===== src/rtl/fc_requant_serializer_pkg.sv =====
// Shared stream definitions for FC layer tails.
// Holds the FSM state type and the single-element requantize helper.
package fc_stream_pkg;

  typedef enum logic {
    FS_IDLE = 1'b0,
    FS_RUN  = 1'b1
  } fs_state_t;

  // Largest representable value of a signed dw-bit element.
  function automatic logic signed [63:0] sat_max(input int unsigned dw);
    return (64'sd1 <<< (dw - 1)) - 64'sd1;
  endfunction

  // Smallest representable value of a signed dw-bit element.
  function automatic logic signed [63:0] sat_min(input int unsigned dw);
    return -sat_max(dw) - 64'sd1;
  endfunction

  // Round-half-up arithmetic right shift, optional ReLU, then saturate to dw bits.
  // The 64-bit working width keeps x + half from wrapping at the accumulator maximum.
  function automatic logic signed [63:0] requant_sat(input logic signed [63:0] x,
                                                     input int unsigned      shift,
                                                     input logic             relu,
                                                     input int unsigned      dw);
    logic signed [63:0] r;
    r = (x + (64'sd1 <<< (shift - 1))) >>> shift;
    if (relu && (r < 64'sd0)) r = '0;
    if (r > sat_max(dw)) r = sat_max(dw);
    if (r < sat_min(dw)) r = sat_min(dw);
    return r;
  endfunction

endpackage


===== src/rtl/fc_requant_serializer_if.sv =====
// Vector-in / element-out stream bundle between an FC layer and the next layer.
interface fc_requant_serializer_if #(
  parameter int unsigned NUM_NEURONS = 16,
  parameter int unsigned ACC_WIDTH   = 32,
  parameter int unsigned DATA_WIDTH  = 16
);
  logic                                       valid_in;
  logic [NUM_NEURONS-1:0][ACC_WIDTH-1:0]      fc_in;
  logic                                       in_ready;
  logic signed [DATA_WIDTH-1:0]               data_out;
  logic                                       valid_out;
  logic                                       last_out;
  logic                                       busy;
  logic                                       overflow;

  modport master (
    output valid_in, fc_in,
    input  in_ready, data_out, valid_out, last_out, busy, overflow
  );

  modport slave (
    input  valid_in, fc_in,
    output in_ready, data_out, valid_out, last_out, busy, overflow
  );
endinterface


===== src/rtl/fc_requant_serializer_requant_sat.sv =====
// Combinational single-element rescale / ReLU / saturate.
module requant_sat #(
  parameter int unsigned ACC_WIDTH  = 32,
  parameter int unsigned DATA_WIDTH = 16,
  parameter int unsigned SHIFT_BITS = 8,
  parameter int unsigned RELU_EN    = 1
) (
  input  logic signed [ACC_WIDTH-1:0]  x,
  output logic signed [DATA_WIDTH-1:0] y
);
  logic signed [63:0] xw;

  // Sign-extend and requantize one element.
  always_comb begin
    xw = 64'(x);
    y  = DATA_WIDTH'(fc_stream_pkg::requant_sat(xw, SHIFT_BITS, RELU_EN != 0, DATA_WIDTH));
  end
endmodule


===== src/rtl/fc_requant_serializer.sv =====
// Captures parallel FC accumulator vectors into an active/pending pair and
// streams requantized elements one per cycle through a registered output.
module fc_requant_serializer
  import fc_stream_pkg::*;
#(
  parameter int unsigned NUM_NEURONS = 16,
  parameter int unsigned ACC_WIDTH   = 32,
  parameter int unsigned DATA_WIDTH  = 16,
  parameter int unsigned SHIFT_BITS  = 8,
  parameter int unsigned RELU_EN     = 1
) (
  input logic                   clk,
  input logic                   rst,
  fc_requant_serializer_if.slave bus
);
  localparam int unsigned IW = (NUM_NEURONS > 1) ? $clog2(NUM_NEURONS) : 1;

  fs_state_t                             state;
  logic [IW-1:0]                         idx;
  logic [NUM_NEURONS-1:0][ACC_WIDTH-1:0] active;
  logic [NUM_NEURONS-1:0][ACC_WIDTH-1:0] pending;
  logic                                  pend_full;
  logic                                  overflow;
  logic                                  finishing;
  logic signed [ACC_WIDTH-1:0]           sel;
  logic signed [DATA_WIDTH-1:0]          q;

  // Status decode shared by the FSM and the interface outputs.
  always_comb begin
    finishing    = (state == FS_RUN) && (idx == IW'(NUM_NEURONS - 1));
    sel          = active[idx];
    bus.in_ready = !pend_full || finishing;
    bus.busy     = (state == FS_RUN) || pend_full;
    bus.overflow = overflow;
  end

  requant_sat #(
    .ACC_WIDTH (ACC_WIDTH),
    .DATA_WIDTH(DATA_WIDTH),
    .SHIFT_BITS(SHIFT_BITS),
    .RELU_EN   (RELU_EN)
  ) u_requant (
    .x(sel),
    .y(q)
  );

  // Buffer FSM: accept, promote pending into active at vector end, detect drops.
  // A finishing cycle frees the active slot, so a strobe then is never dropped
  // even with pending full: pending moves up and the new vector takes its place.
  always_ff @(posedge clk or posedge rst) begin
    if (rst) begin
      state     <= FS_IDLE;
      idx       <= '0;
      active    <= '0;
      pending   <= '0;
      pend_full <= 1'b0;
      overflow  <= 1'b0;
    end else if (bus.valid_in) begin
      if (state == FS_IDLE) begin
        active <= bus.fc_in;
        idx    <= '0;
        state  <= FS_RUN;
      end else if (finishing) begin
        idx <= '0;
        if (pend_full) begin
          active  <= pending;
          pending <= bus.fc_in;
        end else begin
          active <= bus.fc_in;
        end
      end else begin
        idx <= idx + IW'(1);
        if (!pend_full) begin
          pending   <= bus.fc_in;
          pend_full <= 1'b1;
        end else begin
          overflow <= 1'b1;
        end
      end
    end else if (state == FS_RUN) begin
      if (finishing) begin
        idx <= '0;
        if (pend_full) begin
          active    <= pending;
          pend_full <= 1'b0;
        end else begin
          state <= FS_IDLE;
        end
      end else begin
        idx <= idx + IW'(1);
      end
    end
  end

  // Output register stage.
  always_ff @(posedge clk or posedge rst) begin
    if (rst) begin
      bus.data_out  <= '0;
      bus.valid_out <= 1'b0;
      bus.last_out  <= 1'b0;
    end else begin
      bus.valid_out <= (state == FS_RUN);
      bus.last_out  <= finishing;
      bus.data_out  <= (state == FS_RUN) ? q : '0;
    end
  end
endmodule


===== src/flat_wrapper.sv =====
// flat-port wrapper written by rule: the top's interface ports become plain ports
module fc_requant_serializer_flat import fc_stream_pkg::*;
#(
  parameter int unsigned NUM_NEURONS = 16,
  parameter int unsigned ACC_WIDTH   = 32,
  parameter int unsigned DATA_WIDTH  = 16,
  parameter int unsigned SHIFT_BITS  = 8,
  parameter int unsigned RELU_EN     = 1
)
  (clk, rst, bus_valid_in, bus_fc_in, bus_in_ready, bus_data_out, bus_valid_out, bus_last_out, bus_busy, bus_overflow);
  fc_requant_serializer_if #(.NUM_NEURONS(NUM_NEURONS), .ACC_WIDTH(ACC_WIDTH), .DATA_WIDTH(DATA_WIDTH)) bus_i ();
  input logic clk;
  input logic rst;
  input wire logic [$bits(bus_i.valid_in)-1:0] bus_valid_in;
  input wire logic [$bits(bus_i.fc_in)-1:0] bus_fc_in;
  output wire logic [$bits(bus_i.in_ready)-1:0] bus_in_ready;
  output wire logic [$bits(bus_i.data_out)-1:0] bus_data_out;
  output wire logic [$bits(bus_i.valid_out)-1:0] bus_valid_out;
  output wire logic [$bits(bus_i.last_out)-1:0] bus_last_out;
  output wire logic [$bits(bus_i.busy)-1:0] bus_busy;
  output wire logic [$bits(bus_i.overflow)-1:0] bus_overflow;
  assign bus_i.valid_in = bus_valid_in;
  assign bus_i.fc_in = bus_fc_in;
  assign bus_in_ready = bus_i.in_ready;
  assign bus_data_out = bus_i.data_out;
  assign bus_valid_out = bus_i.valid_out;
  assign bus_last_out = bus_i.last_out;
  assign bus_busy = bus_i.busy;
  assign bus_overflow = bus_i.overflow;
  fc_requant_serializer #(.NUM_NEURONS(NUM_NEURONS), .ACC_WIDTH(ACC_WIDTH), .DATA_WIDTH(DATA_WIDTH), .SHIFT_BITS(SHIFT_BITS), .RELU_EN(RELU_EN)) u_core (.clk(clk), .rst(rst), .bus(bus_i));
endmodule

===== config.mk =====
export PLATFORM = sky130hd
export DESIGN_NAME = fc_requant_serializer_flat
export DESIGN_NICKNAME = d
export VERILOG_FILES = /design/src/rtl/fc_requant_serializer_pkg.sv /design/src/rtl/fc_requant_serializer_if.sv /design/src/rtl/fc_requant_serializer_requant_sat.sv /design/src/rtl/fc_requant_serializer.sv /design/src/flat_wrapper.sv
export SDC_FILE = /design/constraint.sdc
export NUM_CORES = 2
export LEC_CHECK = 0
export ABC_AREA = 1
export ABC_CLOCK_PERIOD_IN_PS = 44600
export CORE_MARGIN = 8
export CORE_UTILIZATION = 30
export DETAILED_ROUTE_END_ITERATION = 8
export MAX_ROUTING_LAYER = met4
export SYNTH_ARGS = -nofsm -noshare
export SYNTH_HDL_FRONTEND = slang
export SYNTH_SLANG_ARGS = --single-unit

===== constraint.sdc =====
create_clock -name clk -period 44.6 [get_ports clk]
set_input_delay 8.92 -clock clk [delete_from_list [all_inputs] [get_ports clk]]
set_output_delay 8.92 -clock clk [all_outputs]
set_load 0.02 [all_outputs]

After elaboration in Yosys (flattened, before gate mapping)
Index checks and enable logic that the tools add are counted.
- memories: 0
- bits in writable memories: 0
- bits in registers: 1049
- memory bits (read-only): 0
- bits in latches: 0
- input bits: 515
- div/mod/pow operators: 0
- equality and inequality tests: 4
- bitwise logic cells: 1
- multiplexer cells: 28
- shifts and indexed selects: 0
- add/subtract/negate cells: 2
- magnitude comparators: 4
- $mul: 0
- reductions and logical operators: 11
- operators with widths (kind ; count):
    $mux 512 ; 9
    $bmux 32 s4 ; 1
    $mux 64 ; 2
    $gt 64x16->1 const B ; 1
    $lt 64x16->1 const B ; 1
    $add 32x9->33 const B ; 1
    $mux 16 ; 2
    $mux 32 ; 1
    $lt 25x1->1 const B ; 1
    $mux 4 ; 4
    $mux 1 ; 9
    $reduce_and 4->1 ; 2
    $reduce_and 3->1 ; 2
    $reduce_bool 2->1 ; 3
    $lt 4x5->1 const B ; 1
    $add 4x1->4 const B ; 1
    $eq 4x4->1 const B ; 1
    $ne 2x2->1 const B ; 2
    $logic_or 1x1->1 ; 2
    $ne 2x1->1 const B ; 1
    $logic_and 1x1->1 ; 1
    $logic_not 1->1 ; 1
    $not 1->1 ; 1

Logic depth before layout (Yosys ltp)
- depth after elaboration: 10
- gate-level depth with buffers: 23
- mapped depth without buffers: 20

Modules after synthesis
Synthesis repeated with hierarchy kept, for this count alone.
- cells, all modules: 10019
- area, all modules: 63130.5 µm²
- by module, submodules not included (module ; area each (µm²) ; cells each ; times used):
    fc_requant_serializer ; 62107.1 ; 9821 ; 1
    requant_sat ; 1023.5 ; 198 ; 1

Worst setup path before layout
OpenSTA, ideal clock, no wires.
- kind: input port to flip-flop
- start point: in bus_valid_in
- end point: reg u_core.active[267] in the netlist's numbering
- setup time: 130 ps
- stages: 6
- slack: 34238 ps
- arrival: 10232 ps
- path through: clkbuf_1 > nand2_1 > clkbuf_1 > clkbuf_1 > mux2i_1 > o21ai_0
- word-level cells in the longest chain between the ends: 2
- elaborated cells on any way between the ends: 5
- RTL lines (item ; line ; source):
    start: declaration ; flat_wrapper.sv:14 ; input wire logic [$bits(bus_i.valid_in)-1:0] bus_valid_in;
    $reduce_bool 2->1 (no line) ; -- ;
    $reduce_and 4->1 (no line) ; -- ;
    end signal: assignment ; fc_requant_serializer.sv:60 ; active <= bus.fc_in;
    end signal: assignment ; fc_requant_serializer.sv:66 ; active <= pending;
    end signal: assignment ; fc_requant_serializer.sv:69 ; active <= bus.fc_in;
    end: declaration ; fc_requant_serializer.sv:20 ; logic [NUM_NEURONS-1:0][ACC_WIDTH-1:0] active;
Parallel ways exist; a longest one is shown, timed or not.
A chain may end at the register's enable or synchronous reset.

Worst setup path after layout
- start point: in bus_valid_in
- end point: reg u_core.active[274] in the netlist's numbering
Same word-level chain as after synthesis.

==> impl_metrics.yaml <==
place:
  place_area_um2: 44400
  hpwl_um: 89400
  place.gp.congestion: 0.849
  port_buffers: 423
detailed_routing:
  dr_total_vias: 31300
  routed_wl_um: 129000
  dr.pass1.iters: 5
  drc: 0
  wl_per_cell_um: 19.4
  drtIter0Drc: 2832
  ant_nets: 0
  viasPerCell: 4.69
sta:
  rsz0062_at_grt: "false"
  post-route-period-util: 0.298
  min_period_ns: 13.27
  slew_headroom: 0.290
  fmaxAchievable_ghz: 0.0753
  setup_violations: 0
  hold_viol: 0
  finClkSkew_ns: 0.0266
  slew_violations: 0
  worst_hold_slack_ns: 0.478
  setup-tns-final_ns: 0
  tightest_slew_ns: 1.07
clocking:
  cts_sinks: 825
  cts_tree: "built"
  clk-insertion-delay-late_ns: 0.70
  postCtsResizedCells: 0
  cts_buffers: 95
  clockBufferDepth: 3
  cts_root_buffer: "clkbuf_16"
  holdBufCountCts: 0
  cts_setup_buffers: 0
  htree_levels: 3
  path_clk_slew_ns: 0.06
logic_synthesis:
  syn_avg_cell_area_um2: 8.48
  syn_nets: 5110
  yosysTopAreaCell: "dfrtp_1"
  synth_cells: 4591
  yosys_warnings: 0
  ys_seq_area_frac: 0.530
  synth_area_um2: 38900
  yosys_most_used_dff: "dfrtp_1"
  synth.top_cells.by_area: "dfrtp_1 (53%), nand2_1 (12%), o21ai_0 (8.5%)"
  synth_cell_types: 35
  synth_common_cells: "nand2_1 (1228), dfrtp_1 (825), o21ai_0 (663)"
  yosys.area.top_type_share: 0.530
  ys_seq_elements: 825
  async_reset_ff_frac: 1.00
  synth-edff-count: 0
  post-synth-top-count-cell: "nand2_1"
setup_path:
  cp_slowest_stage_delay_ns: 0.90
  reg2reg_slack_ns: 38.75
  crit_chain: "clkdlybuf4s50_1 -> nand2_4 -> buf_4 -> buf_4 -> buf_4 -> buf_4 -> mux2i_1 -> o21ai_0"
  arrival_ns: 13.79
  crit_path_start_kind: "primary input"
  worstSetupPathType: "primary input to flip-flop"
  critical_path.endpoint_type: "flip-flop"
  critPathMostFrequentCell: "buf_4"
  worst-endpoint-required_ns: 45.12
  cpMaxStageDelayCell: "buf_4"
  path_max_fanout: 75
final_layout:
  nets: 5362
  drive_gt1_frac: 0.0809
  fill_cells: 13300
  final_area_um2: 47600
  areaGrowthSynthToFinish_pct: 22.2
power_and_ir_drop:
  leakagePower_nw: 22.9
  ir_worst_vdd_mv: 0.0338
  power.density_nw_per_um2: 72.3
die:
  die_width_um: 376
  initial_utilization: 0.302
  core_um2: 129000
  die-height_um: 376
  die-area_um2: 142000
  ioPinCount: 536
  rows: 132
flow_run:
  cap_violations: 0
global_route:
  overflow: 0
  track_usage: 0.183
  antenna_found_initial: 25
  grt_start_max_net_pins: 196
  grt_pass1_wl_um: 192000
  grt_pass1_vias: 30000
run_status:
  outcome: "complete, no violations"
worst_hold_path:
  hold_path.class: "flip-flop to flip-flop"
==> cell usage in the layout, fill, tap and decap left out, types with 14 or more instances in the layout <==
| master | count |
|---|---|
| a21oi_1 | 253 |
| buf_4 | 33 |
| clkbuf_1 | 16 |
| clkbuf_16 | 95 |
| clkbuf_8 | 23 |
| clkdlybuf4s50_1 | 423 |
| clkinv_2 | 18 |
| dfrtp_1 | 824 |
| diode_2 | 14 |
| inv_1 | 319 |
| mux2_2 | 172 |
| mux2i_1 | 172 |
| nand2_1 | 1227 |
| nand3_1 | 148 |
| nor2_1 | 432 |
| o21ai_0 | 663 |
==> critical path, delay by kind of cell <==
kind | cells | cell delay [ns]
buf+inv | 5 | 3.60
compound gates | 1 | 0.15
simple gates | 1 | 0.65
mux | 1 | 0.28
==> worst paths after layout <==
path	startpoint	end	depth (start not counted)
max	bus_valid_in	u_core.active[274]	8
min	u_core.active[368]	u_core.active[368]	2
max reg2reg	u_core.idx[3]	u_core.active[274]	11
min reg2reg	u_core.active[368]	u_core.active[368]	2
max in group asynchronous	rst	u_core.idx[0]	5
min in group asynchronous	rst	u_core.pending[302]	2
==> logic make-up (layout without fill, tap and decap cells) <==
logic type	Yosys count	after routing	synth area share
multiplexers	344	344	0.0939
XOR/XNOR	11	11	0.00247
buffers and inverters	633	959	0.0668
AND/OR/NAND/NOR	1834	1834	0.184
adder cells (fa/ha/maj)	4	4	0.00128
other	1	15	0.0000963
flip-flops	825	825	0.530
AO/OA/AOI/OAI	939	939	0.122
==> stage by stage <==
step,utilization,setup WS [ns],total power [mW],cells
6_report,0.369,31.33,3.44,6673
5_1_grt,0.369,31.01,3.71,6670
4_1_cts,0.368,31.44,3.49,6659
3_5_place_dp,0.344,30.68,2.67,6488
3_3_place_gp,0.344,30.71,2.64,6488
2_1_floorplan,-,12.51,2.19,4591
==> power by group <==
part,leakage (nW),switching (mW),internal (mW)
Sequential,9.77,0.161,1.10
Combinational,11.6,0.902,0.480
Clock,1.58,0.334,0.463
==> state kept, by name, summed over array words and instances, names as in the netlist <==
signal / count
u_core.pending: 400
u_core.bus.overflow: 1
u_core.bus.valid_out: 1
u_core.bus.data_out: 16
u_core.bus.last_out: 1
u_core.idx: 4
u_core.active: 400
u_core.state: 1
u_core.pend_full: 1
==> cell type report <==
cell class	instances	area [µm²]	area share
flip-flops and latches	825	20600	0.434
repair buffers	461	4580	0.0962
clock buffers	134	2750	0.0578
inverters	327	1240	0.0261
multi-input cells	3133	15700	0.330
well taps	1742	2180	0.0458
clock inverters	37	445	0.00935
diodes	14	35.0	0.000736
==> metal layers <==
metal  share of wire  global-route usage
met5               0                   -
met3           0.056              0.0366
met2            0.47               0.286
met1            0.45               0.240
met4           0.030              0.0546
No activity file was read; power rests on OpenSTA's default activity.
